<file path="src/rtl/hilo_md_ctrl.sv">
// hilo_md_ctrl: iterative multiply/divide sequencer owning the HI/LO pair.
// A 32-step shift-add multiplier and a 32-step restoring divider work on
// operand magnitudes. Signs are re-applied in FIN, just before the write-back.
//
// Handshake: start is sampled only while stall is low (IDLE). The execute
// stage holds the pipeline while stall is high. done (and divZero for a
// zero divisor) pulses for exactly one cycle. HI/LO show the new values on
// the cycle after done. cancel drops the running operation without a write.
module hilo_md_ctrl #(
  parameter int WIDTH = 32
) (
  input  logic             clk,
  input  logic             rst,
  input  logic             start,
  input  logic [1:0]       mdOp,
  input  logic [WIDTH-1:0] regaData,
  input  logic [WIDTH-1:0] regbData,
  input  logic             whi,
  input  logic             wlo,
  input  logic [WIDTH-1:0] wHiData,
  input  logic [WIDTH-1:0] wLoData,
  input  logic             cancel,
  output logic             stall,
  output logic             done,
  output logic             divZero,
  output logic [WIDTH-1:0] rHiData,
  output logic [WIDTH-1:0] rLoData,
  output logic [1:0]       state_dbg
);

  typedef enum logic [1:0] {S_IDLE = 2'd0, S_MUL = 2'd1, S_DIV = 2'd2, S_FIN = 2'd3} state_t;

  state_t state, state_nxt;

  logic [WIDTH-1:0]   mcand, mplier, rem, quot, divisor;
  logic [2*WIDTH-1:0] acc;
  logic [5:0]         cnt;
  logic               neg_res, neg_rem, is_div, zero_flag;

  // Operand decode for the start cycle.
  logic             op_signed, rs_neg, rt_neg, rt_zero, last_iter;
  logic [WIDTH-1:0] rs_mag, rt_mag;

  assign op_signed = ~mdOp[0];
  assign rs_neg    = op_signed & regaData[WIDTH-1];
  assign rt_neg    = op_signed & regbData[WIDTH-1];
  assign rs_mag    = rs_neg ? -regaData : regaData;
  assign rt_mag    = rt_neg ? -regbData : regbData;
  assign rt_zero   = (regbData == '0);
  assign last_iter = (cnt == 6'(WIDTH - 1));

  // One multiply step: the add result keeps its carry so the right shift is WIDTH+1 bits wide.
  logic [WIDTH:0] mul_sum;
  assign mul_sum = {1'b0, acc[2*WIDTH-1:WIDTH]} + (mplier[0] ? {1'b0, mcand} : '0);

  // One divide step. rem < divisor always holds, so the trial fits in WIDTH+1 bits as a signed value.
  logic [WIDTH:0] rem_sh, div_trial;
  logic           div_ge;
  assign rem_sh    = {rem, quot[WIDTH-1]};
  assign div_trial = rem_sh - {1'b0, divisor};
  assign div_ge    = ~div_trial[WIDTH];

  // Signed results, formed from the magnitudes.
  logic [2*WIDTH-1:0] prod_f;
  logic [WIDTH-1:0]   quot_f, rem_f;
  assign prod_f = neg_res ? -acc  : acc;
  assign quot_f = neg_res ? -quot : quot;
  assign rem_f  = neg_rem ? -rem  : rem;

  // State register.
  always_ff @(posedge clk or posedge rst) begin
    if (rst) state <= S_IDLE;
    else     state <= state_nxt;
  end

  // Next-state logic. cancel takes priority over the iteration count and over the FIN write-back.
  always_comb begin
    state_nxt = state;
    case (state)
      S_IDLE: if (start) begin
        if (!mdOp[1])    state_nxt = S_MUL;
        else if (rt_zero) state_nxt = S_FIN;
        else              state_nxt = S_DIV;
      end
      S_MUL, S_DIV: begin
        if (cancel)         state_nxt = S_IDLE;
        else if (last_iter) state_nxt = S_FIN;
      end
      S_FIN:   state_nxt = S_IDLE;
      default: state_nxt = S_IDLE;
    endcase
  end

  // Outputs are decoded from the registered state. cancel suppresses done while in FIN.
  always_comb begin
    stall     = (state != S_IDLE);
    done      = (state == S_FIN) && !cancel;
    divZero   = (state == S_FIN) && !cancel && zero_flag;
    state_dbg = state;
  end

  // Datapath: latch the operands on start, then do one multiply or divide step per cycle.
  always_ff @(posedge clk or posedge rst) begin
    if (rst) begin
      mcand     <= '0;
      mplier    <= '0;
      acc       <= '0;
      rem       <= '0;
      quot      <= '0;
      divisor   <= '0;
      cnt       <= '0;
      neg_res   <= 1'b0;
      neg_rem   <= 1'b0;
      is_div    <= 1'b0;
      zero_flag <= 1'b0;
    end else begin
      case (state)
        S_IDLE: if (start) begin
          mcand     <= rs_mag;
          mplier    <= rt_mag;
          acc       <= '0;
          rem       <= '0;
          quot      <= rs_mag;
          divisor   <= rt_mag;
          cnt       <= '0;
          neg_res   <= rs_neg ^ rt_neg;
          neg_rem   <= (mdOp == 2'b10) & regaData[WIDTH-1];
          is_div    <= mdOp[1];
          zero_flag <= mdOp[1] & rt_zero;
        end
        S_MUL: begin
          acc    <= {mul_sum, acc[WIDTH-1:1]};
          mplier <= mplier >> 1;
          if (!last_iter) cnt <= cnt + 6'd1;
        end
        S_DIV: begin
          rem  <= div_ge ? div_trial[WIDTH-1:0] : rem_sh[WIDTH-1:0];
          quot <= {quot[WIDTH-2:0], div_ge};
          if (!last_iter) cnt <= cnt + 6'd1;
        end
        default: ;
      endcase
    end
  end

  // HI/LO: direct writes only in IDLE. The result is written when FIN exits without a cancel or a zero divisor.
  always_ff @(posedge clk or posedge rst) begin
    if (rst) begin
      rHiData <= '0;
      rLoData <= '0;
    end else if (state == S_IDLE) begin
      if (whi) rHiData <= wHiData;
      if (wlo) rLoData <= wLoData;
    end else if (state == S_FIN && !cancel && !zero_flag) begin
      if (is_div) begin
        rHiData <= rem_f;
        rLoData <= quot_f;
      end else begin
        rHiData <= prod_f[2*WIDTH-1:WIDTH];
        rLoData <= prod_f[WIDTH-1:0];
      end
    end
  end

endmodule

</file>
<file path="config.mk">
export PLATFORM = sky130hd
export DESIGN_NAME = hilo_md_ctrl
export DESIGN_NICKNAME = d
export VERILOG_FILES = /design/src/rtl/hilo_md_ctrl.sv
export SDC_FILE = /design/constraint.sdc
export NUM_CORES = 1
export LEC_CHECK = 0
export ABC_AREA = 1
export CAP_MARGIN = 0
export CORE_MARGIN = 2
export CORE_UTILIZATION = 39
export CTS_CLUSTER_SIZE = 10
export DETAILED_ROUTE_END_ITERATION = 10
export PLACE_DENSITY = 0.61
export SYNTH_ARGS = -nofsm -noshare
export SYNTH_HDL_FRONTEND = slang
export SYNTH_SLANG_ARGS = --single-unit
</file>
<file path="constraint.sdc">
create_clock -name clk -period 28.3 [get_ports clk]
set_input_delay 4.245 -clock clk [delete_from_list [all_inputs] [get_ports clk]]
set_output_delay 4.245 -clock clk [all_outputs]
set_load 0.1 [all_outputs]
</file>
Yosys cells after proc, flatten, opt, wreduce, memory -nomap -nowiden
Cells that the tools add are included.
{"block": "op_classes", "add_sub_neg": 8, "eq_ne": 10, "muxes": 32, "bitwise_logic": 7, "reduce_logical": 20}
{"cell": "32-bit 2-to-1 mux", "n": 17}
{"cell": "32-bit case mux with 2 select lines", "n": 3}
{"cell": "64-bit 2-to-1 mux", "n": 2}
{"cell": "32-bit negator", "n": 4}
{"cell": "64-bit case mux with 2 select lines", "n": 1}
{"cell": "64-bit negator", "n": 1}
{"cell": "32-bit by 32-bit adder with 33-bit output", "n": 1}
{"cell": "33-bit by 32-bit subtractor with 33-bit output", "n": 1}
{"cell": "32-bit logical NOT", "n": 1}
{"cell": "6-bit 2-to-1 mux", "n": 2}
{"cell": "6-bit case mux with 2 select lines", "n": 1}
{"cell": "2-bit AND reduction", "n": 6}
{"cell": "2-bit nonzero test", "n": 5}
{"cell": "2-bit 2-to-1 mux", "n": 4}
{"cell": "2-bit inequality test (second input constant)", "n": 4}
{"cell": "6-bit by 1-bit adder with 6-bit output (second input constant)", "n": 1}
{"cell": "2-bit == test (second input constant)", "n": 3}
{"cell": "6-bit by 5-bit == test with 1-bit output (second input constant)", "n": 1}
{"cell": "2-bit case mux with 3 select lines", "n": 1}
{"cell": "1-bit bitwise AND", "n": 4}
{"cell": "1-bit logical AND", "n": 3}
{"cell": "3-bit by 1-bit inequality test with 1-bit output (second input constant)", "n": 1}
{"cell": "3-bit AND reduction", "n": 1}
{"cell": "2-bit by 1-bit == test with 1-bit output (second input constant)", "n": 1}
{"cell": "other kinds (6)", "n": 8}
{"block": "word_totals", "ff_bits": 300, "in_bits": 136, "word_cells": 91}

Depth between registers and ports, before layout
Gate-level depths: netlist (run 1).
{"block": "depth", "depth_word": 5, "ltp_mapped": 20}

Worst setup path before layout (run 1)
Ideal clock, no wire load.
{"block": "synth_path", "path_type": "input to output", "from": "input port cancel", "to": "output port divZero", "t_arrival_ps": 6480, "t_required_ps": 24055, "slack_ps": 17575, "stages": 3, "path_cell_list": "nor2_2 inv_2 nor2_1"}
{"block": "synth_via", "elab_chain_len": 3}
{"item": "from (decl)", "line": "22", "source": "input logic cancel,"}
{"item": "1-bit logical NOT", "line": "98", "source": "divZero = (state == S_FIN) && !cancel && zero_flag;"}
{"item": "1-bit logical AND (2 in series)", "line": "98"}
{"item": "to (decl)", "line": "25", "source": "output logic divZero,"}
No other way between the ends.

Worst setup path after layout (run 1)
Ends and elaborated chain as after synthesis.

==> out/metrics.cfg, run 1 <==
[global_routing]
grt_pass1_wl_um = 136000
antenna_found_initial = 2
grt_usage = 0.274
grt-ovfl-total = 0
grt_pass1_vias = 23200
grt_max_degree = 110

[run]
maxCapViolCount = 0

[timing]
max_freq_mhz = 96.2
whs_ps = 475
finClkSkew_ps = 21.3
rsz0062_at_grt = no
worst_slew_pin_slew_ps = 1030
fin_crit_sh = 0.367
slew_headroom = 0.314
fin_crit_ps = 10390
setup_viol = 0
setup_tns_ps = 0
slew_violations = 0
hold_viol = 0

[critical_path]
startpoint_type = input pin
critPathCaptureType = primary output
worstSetupPathType = in -> out
rr_endpoint = mplier[31]$_DFFE_PP0P_
cp.arrival_ps = 6150
timing.rr.start = state_dbg[1]$_DFFE_PP0P_
rrSetupSlack_ps = 25050
cp_max_fo = 3
r2r_cells = 9
required_ps = 24050

[power_and_ir_drop]
vdd_drop_max_v = 0.0000621
power.leakage_nw = 14.7
power_density_nw_per_um2 = 116
total_power_mw = 3.26

[floorplanning]
start_util = 0.394
dieHeight_um = 254
dieWidth_um = 254
core_sq_um = 61700
dieArea_sq_um = 64400
io_pins = 205
rows = 91

[synth]
synth_area_leaders = dfrtp_1, nand2_1, nand3_1
synthCells = 3970
synth.most_common_cell = nand2_1
synth_cell_type_count = 52
ys_ff_latch = 300
synth_commonest_cells = nand2_1, nor2_1, inv_1
synth_edf_count = 0
synth_ff_type = dfrtp_1
synth-seq-area-share = 0.308
async_flop_share = 1.00
synth_top_area_share = 0.308
syn_area_per_cell_sq_um = 6.13
syn-num-nets = 4182
ys_warn_count = 0
synth_area_leader_cell = dfrtp_1
netlist_area_sq_um = 24300

[drt]
wl_per_cell_um = 18.0
drt_wl_total_um = 89100
drc = 0
dr.first_iter.drc_count = 2591
postRouteAntennaNets = 0
dr.pass1.iters = 6
vias = 25900
via_per_inst = 5.23

[clocking]
clkLatencyLatePin_ps = 570
clock-sinks = 300
clock-root-buffer = clkbuf_16
cts_made_buffers = 39
postCtsHoldBufs = 0
cts_resized = 0
h-tree-depth = 2
post-cts-setup-buffers = 0
clockBufferDepth = 3
cts_tree = done
path_clk_slew_ps = 60

[finish]
fin_util = 0.457
drive_gt1_frac = 0.0453
area_growth_pct = 15.9
nNetsFinal = 4312
diodes = 0
fillCellCount = 6652
register_area_sq_um = 7510
fin_area_sq_um = 28200
multi_input_area_sq_um = 14300

[worst_hold_path]
holdPathEnd = mplier[21]$_DFFE_PP0P_
min_from = mplier[21]$_DFFE_PP0P_
timing.hold.worst_path_depth = 2
min_path_type = reg -> reg

[placed_design]
routabilityCongestion = 0.986
port_buffers = 204
placed_area_sq_um = 27000
dp_hpwl_um = 69000

[run_status]
outcome = finished clean

metrics by stage:
stage	instances	setup WS, ps
after floorplan	3970	15770
after global placement	4896	17880
after detailed placement	4896	17910
after CTS	4961	17900
after global routing	4961	17820
final	4961	17910
cells by family (layout without fill, tap and decap cells):
family                   Yosys count  count (layout)  share of synthesized area
AO/OA/AOI/OAI                    567             567                      0.127
XOR/XNOR                          47              47                     0.0169
AND/OR/NAND/NOR                 2344            2344                      0.405
buffers and inverters            636             790                      0.103
adder cells (fa/ha/maj)           76              76                     0.0397
flip-flops                       300             300                      0.308
where the power goes:
| group | switching (mW) | internal (mW) | leakage (nW) |
|---|---|---|---|
| Sequential | 0.139 | 0.589 | 3.82 |
| Combinational | 1.49 | 0.553 | 10.3 |
| Clock | 0.203 | 0.288 | 0.594 |
| Total | 1.83 | 1.43 | 14.7 |
metal layers:
layer  up-vias  global-route usage  routed length, um
met2       992               0.381              35000
met5         -                   0                 13
met4         2              0.0802               2610
li1      13000                   -                  -
met3       120              0.0561               8410
met1     11800               0.419              43100
area by class of cell:
type / count / area share
flip-flops and latches: 300 / 0.266
inverters: 499 / 0.0667
clock buffers: 60 / 0.0410
clock inverters: 5 / 0.00178
repair buffers: 226 / 0.0783
well taps: 837 / 0.0371
multi-input cells: 3034 / 0.509
worst max-delay path by stage:
| stage | start | end | cells past startpoint |
|---|---|---|---|
| 2_1_floorplan | rst | acc[0]$_DFFE_PP0P_ | 1 |
| 3_3_place_gp | cancel | divZero | 5 |
| 3_5_place_dp | cancel | divZero | 5 |
| 4_1_cts | cancel | divZero | 5 |
| 5_1_grt | cancel | divZero | 5 |
| 6_report | cancel | divZero | 5 |
registers in the layout, indices dropped and copies added (netlist names), 32 cells and up:
name     flops
acc         64
divisor     32
mcand       32
mplier      32
quot        32
rHiData     32
rLoData     32
rem         32
worst max-delay path, cell delays in order:
cell             delay (ps)
clkdlybuf4s50_1         460
nor2_2                  160
inv_2                    60
nor2_1                   90
clkdlybuf4s50_1        1130
cell usage in the layout, fill, tap and decap left out, types with 3 or more instances in the layout:
cell type / netlist / final
nor2_2: 10 / 12
clkinv_2: 0 / 4
a21oi_1: 181 / 181
clkbuf_16: 0 / 41
xnor2_1: 15 / 15
xor2_1: 32 / 32
o22ai_1: 43 / 43
nor3b_1: 3 / 3
nand4_1: 43 / 43
nor2_4: 3 / 3
o21ai_1: 27 / 26
clkbuf_1: 89 / 13
nand2_1: 1273 / 1273
nand3_2: 12 / 12
nand3_1: 404 / 404
clkdlybuf4s50_1: 0 / 204
o21a_1: 3 / 3
dfrtp_1: 300 / 298
and2_1: 10 / 10
a21o_1: 4 / 4
nor3_1: 29 / 29
nand2_2: 35 / 35
ha_1: 74 / 73
inv_1: 480 / 479
inv_2: 19 / 19
buf_4: 5 / 22
o21ai_2: 4 / 4
nand3b_1: 8 / 8
clkbuf_8: 0 / 6
nor2_1: 490 / 488
o21bai_1: 8 / 8
nand2_4: 3 / 3
o211ai_1: 24 / 24
o21ai_0: 228 / 228
or2_2: 12 / 12
a31oi_1: 34 / 34
Note: power is estimated with default switching activity, not from simulation.
==> run 2, diff against run 1 <==
- clock period: 28.3 -> 10.67 ns (I/O delays scaled with it)
==> out/metrics.cfg, run 2 (same netlist as run 1, synthesis figures left out) <==
[run_status]
outcome = finished clean

[power_and_ir_drop]
power_density_nw_per_um2 = 309  ; +170%
vdd_drop_max_v = 0.000212  ; +240%
power.switching_mw = 4.90  ; +170%
power.leakage_nw = 14.8  ; +0.23%
swShare = 0.560  ; -0.00190
power_frac_clock = 0.153  ; +0.003
seq_power_share = 0.221  ; -0.002
total_power_mw = 8.74  ; +170%
combPwrFrac = 0.626  ; about the same
internal_power_mw = 3.84  ; +170%

[critical_path]
critPathCaptureType = primary output
cp_slowest_cell = clkdlybuf4s50_1
worst-path-buf-inv = 3  ; unchanged
worstSetupPathType = in -> out
path_depth = 5  ; unchanged
cp.arrival_ps = 3520  ; -2630 ps
required_ps = 9070  ; -14980 ps
path_common_cell = clkdlybuf4s50_1
rr_endpoint = acc[47]$_DFFE_PP0P_
timing.rr.start = state_dbg[1]$_DFFE_PP0P_
rrSetupSlack_ps = 6840  ; -18210 ps
max_stage_delay_ps = 1140  ; about the same
cp_max_fo = 3  ; unchanged
r2r_cells = 10  ; +1
startpoint_type = input pin
crit_chain = clkdlybuf4s50_1 > nor2_2 > inv_2 > nor2_1 > clkdlybuf4s50_1
crit_family = buffers and inverters

[worst_hold_path]
holdPathEnd = mplier[21]$_DFFE_PP0P_
min_path_type = reg -> reg
timing.hold.worst_path_depth = 2  ; unchanged
min_from = mplier[21]$_DFFE_PP0P_

[clocking]
cts_resized = 0  ; unchanged
clock-root-buffer = clkbuf_16
cts_made_buffers = 40  ; +2.6%
path_clk_slew_ps = 50  ; about the same
clock-sinks = 300  ; unchanged
clockBufferDepth = 3  ; unchanged
clkLatencyLatePin_ps = 560  ; about the same
cts_tree = done
h-tree-depth = 2  ; unchanged
postCtsHoldBufs = 0  ; unchanged
post-cts-setup-buffers = 0  ; unchanged

[floorplanning]
dieArea_sq_um = 64400  ; unchanged
dieWidth_um = 254  ; unchanged
start_util = 0.394  ; unchanged
dieHeight_um = 254  ; unchanged
core_sq_um = 61700  ; unchanged
rows = 91  ; unchanged
io_pins = 205  ; unchanged

[timing]
finClkSkew_ps = 24.0  ; +2.74 ps
fin_crit_sh = 0.480
worst_slew_pin_slew_ps = 1050  ; +18.5 ps
hold_viol = 0  ; unchanged
rsz0062_at_grt = no
slew_headroom = 0.302  ; -0.0123
fin_crit_ps = 5120
setup_viol = 0  ; unchanged
max_freq_mhz = 195
setup_tns_ps = 0  ; unchanged
setup_ws_ps = 5550  ; -12350 ps
slew_violations = 0  ; unchanged

[drt]
vias = 26200  ; +0.77%
drc = 0  ; unchanged
via_per_inst = 5.27  ; +0.75%
dr.first_iter.drc_count = 2587  ; -0.15%
drt_wl_total_um = 90800  ; +1.9%
postRouteAntennaNets = 0  ; unchanged
dr.pass1.iters = 8  ; +2
wl_per_cell_um = 18.3  ; +1.9%

[global_routing]
grt_pass1_wl_um = 139000  ; +2.4%
grt_usage = 0.279  ; +0.00510
grt_max_degree = 102  ; -7.3%
antenna_found_initial = 2  ; unchanged
grt_pass1_vias = 23500  ; +1.4%
grt-ovfl-total = 0  ; unchanged

[placed_design]
dp_hpwl_um = 70700  ; +2.5%
port_buffers = 204  ; unchanged
routabilityCongestion = 0.975  ; -1.0%
pre_cts_slack_ps = 5550  ; -12360 ps

[run]
maxCapViolCount = 0  ; unchanged

[finish]
final_cell_mix = nand2_1, nor2_1, inv_1
drive_gt1_frac = 0.0468  ; +0.00144
layout_commonest_cell = nand2_1
max_flop_register = acc
fillCellCount = 6678  ; +0.39%
multi_input_area_sq_um = 14300  ; unchanged
diodes = 0  ; unchanged
register_area_sq_um = 7510  ; unchanged
largest_reg_flops = 64  ; unchanged
nNetsFinal = 4314  ; +0.046%
area_growth_pct = 16.2
fin_util = 0.458  ; +0.00128

[run 2: area by class of cell]
cell class                      count  share of cell area
Clock buffer                       59              0.0422
Clock inverter                      6             0.00301
Inverter                          499              0.0665
Multi-Input combinational cell   3034               0.507
Sequential cell                   300               0.266
Tap cell                          837              0.0370
Timing Repair Buffer              227              0.0783
[run 2: routing by layer]
metal | up-vias | routed length (um) | global-route usage
met5 | - | 13 | 0
met4 | 2 | 2250 | 0.0716
met3 | 111 | 7890 | 0.0416
met2 | 1019 | 36200 | 0.395
met1 | 12000 | 44400 | 0.435
li1 | 13000 | - | -
[run 2: stage by stage]
stage / instance area [sq um] / hold WS (ps) / instances
final: 28300 / 474 / 4962
after global routing: 28300 / 496 / 4962
after CTS: 28300 / 478 / 4962
after detailed placement: 27000 / 465 / 4897
after global placement: 27000 / 461 / 4897
after floorplan: 24300 / 444 / 3970
[run 2: worst max path at each step]
stage	startpoint	to	slack, ps
2_1_floorplan	rst	acc[0]$_DFFE_PP0P_	780
3_3_place_gp	cancel	divZero	5560
3_5_place_dp	cancel	divZero	5550
4_1_cts	cancel	divZero	5530
5_1_grt	cancel	divZero	5480
6_report	cancel	divZero	5550
[run 2: power by group through the flow]
stage	clock network, mW	logic [mW]	registers [mW]
4_1_cts	1.37	5.41	1.92
6_report	1.34	5.47	1.93
3_5_place_dp	0	5.39	1.93
2_1_floorplan	0	3.14	2.54
5_1_grt	1.41	5.98	1.97
3_3_place_gp	0	5.38	1.92
[run 2: worst reg2reg max path, delay by kind of cell (launching register included)]
family	cells	cell delay [ps]
AO/OA/AOI/OAI	3	520
adder cells (fa/ha/maj)	1	840
buffers and inverters	5	1860
flip-flops	1	420
AND/OR/NAND/NOR	1	130
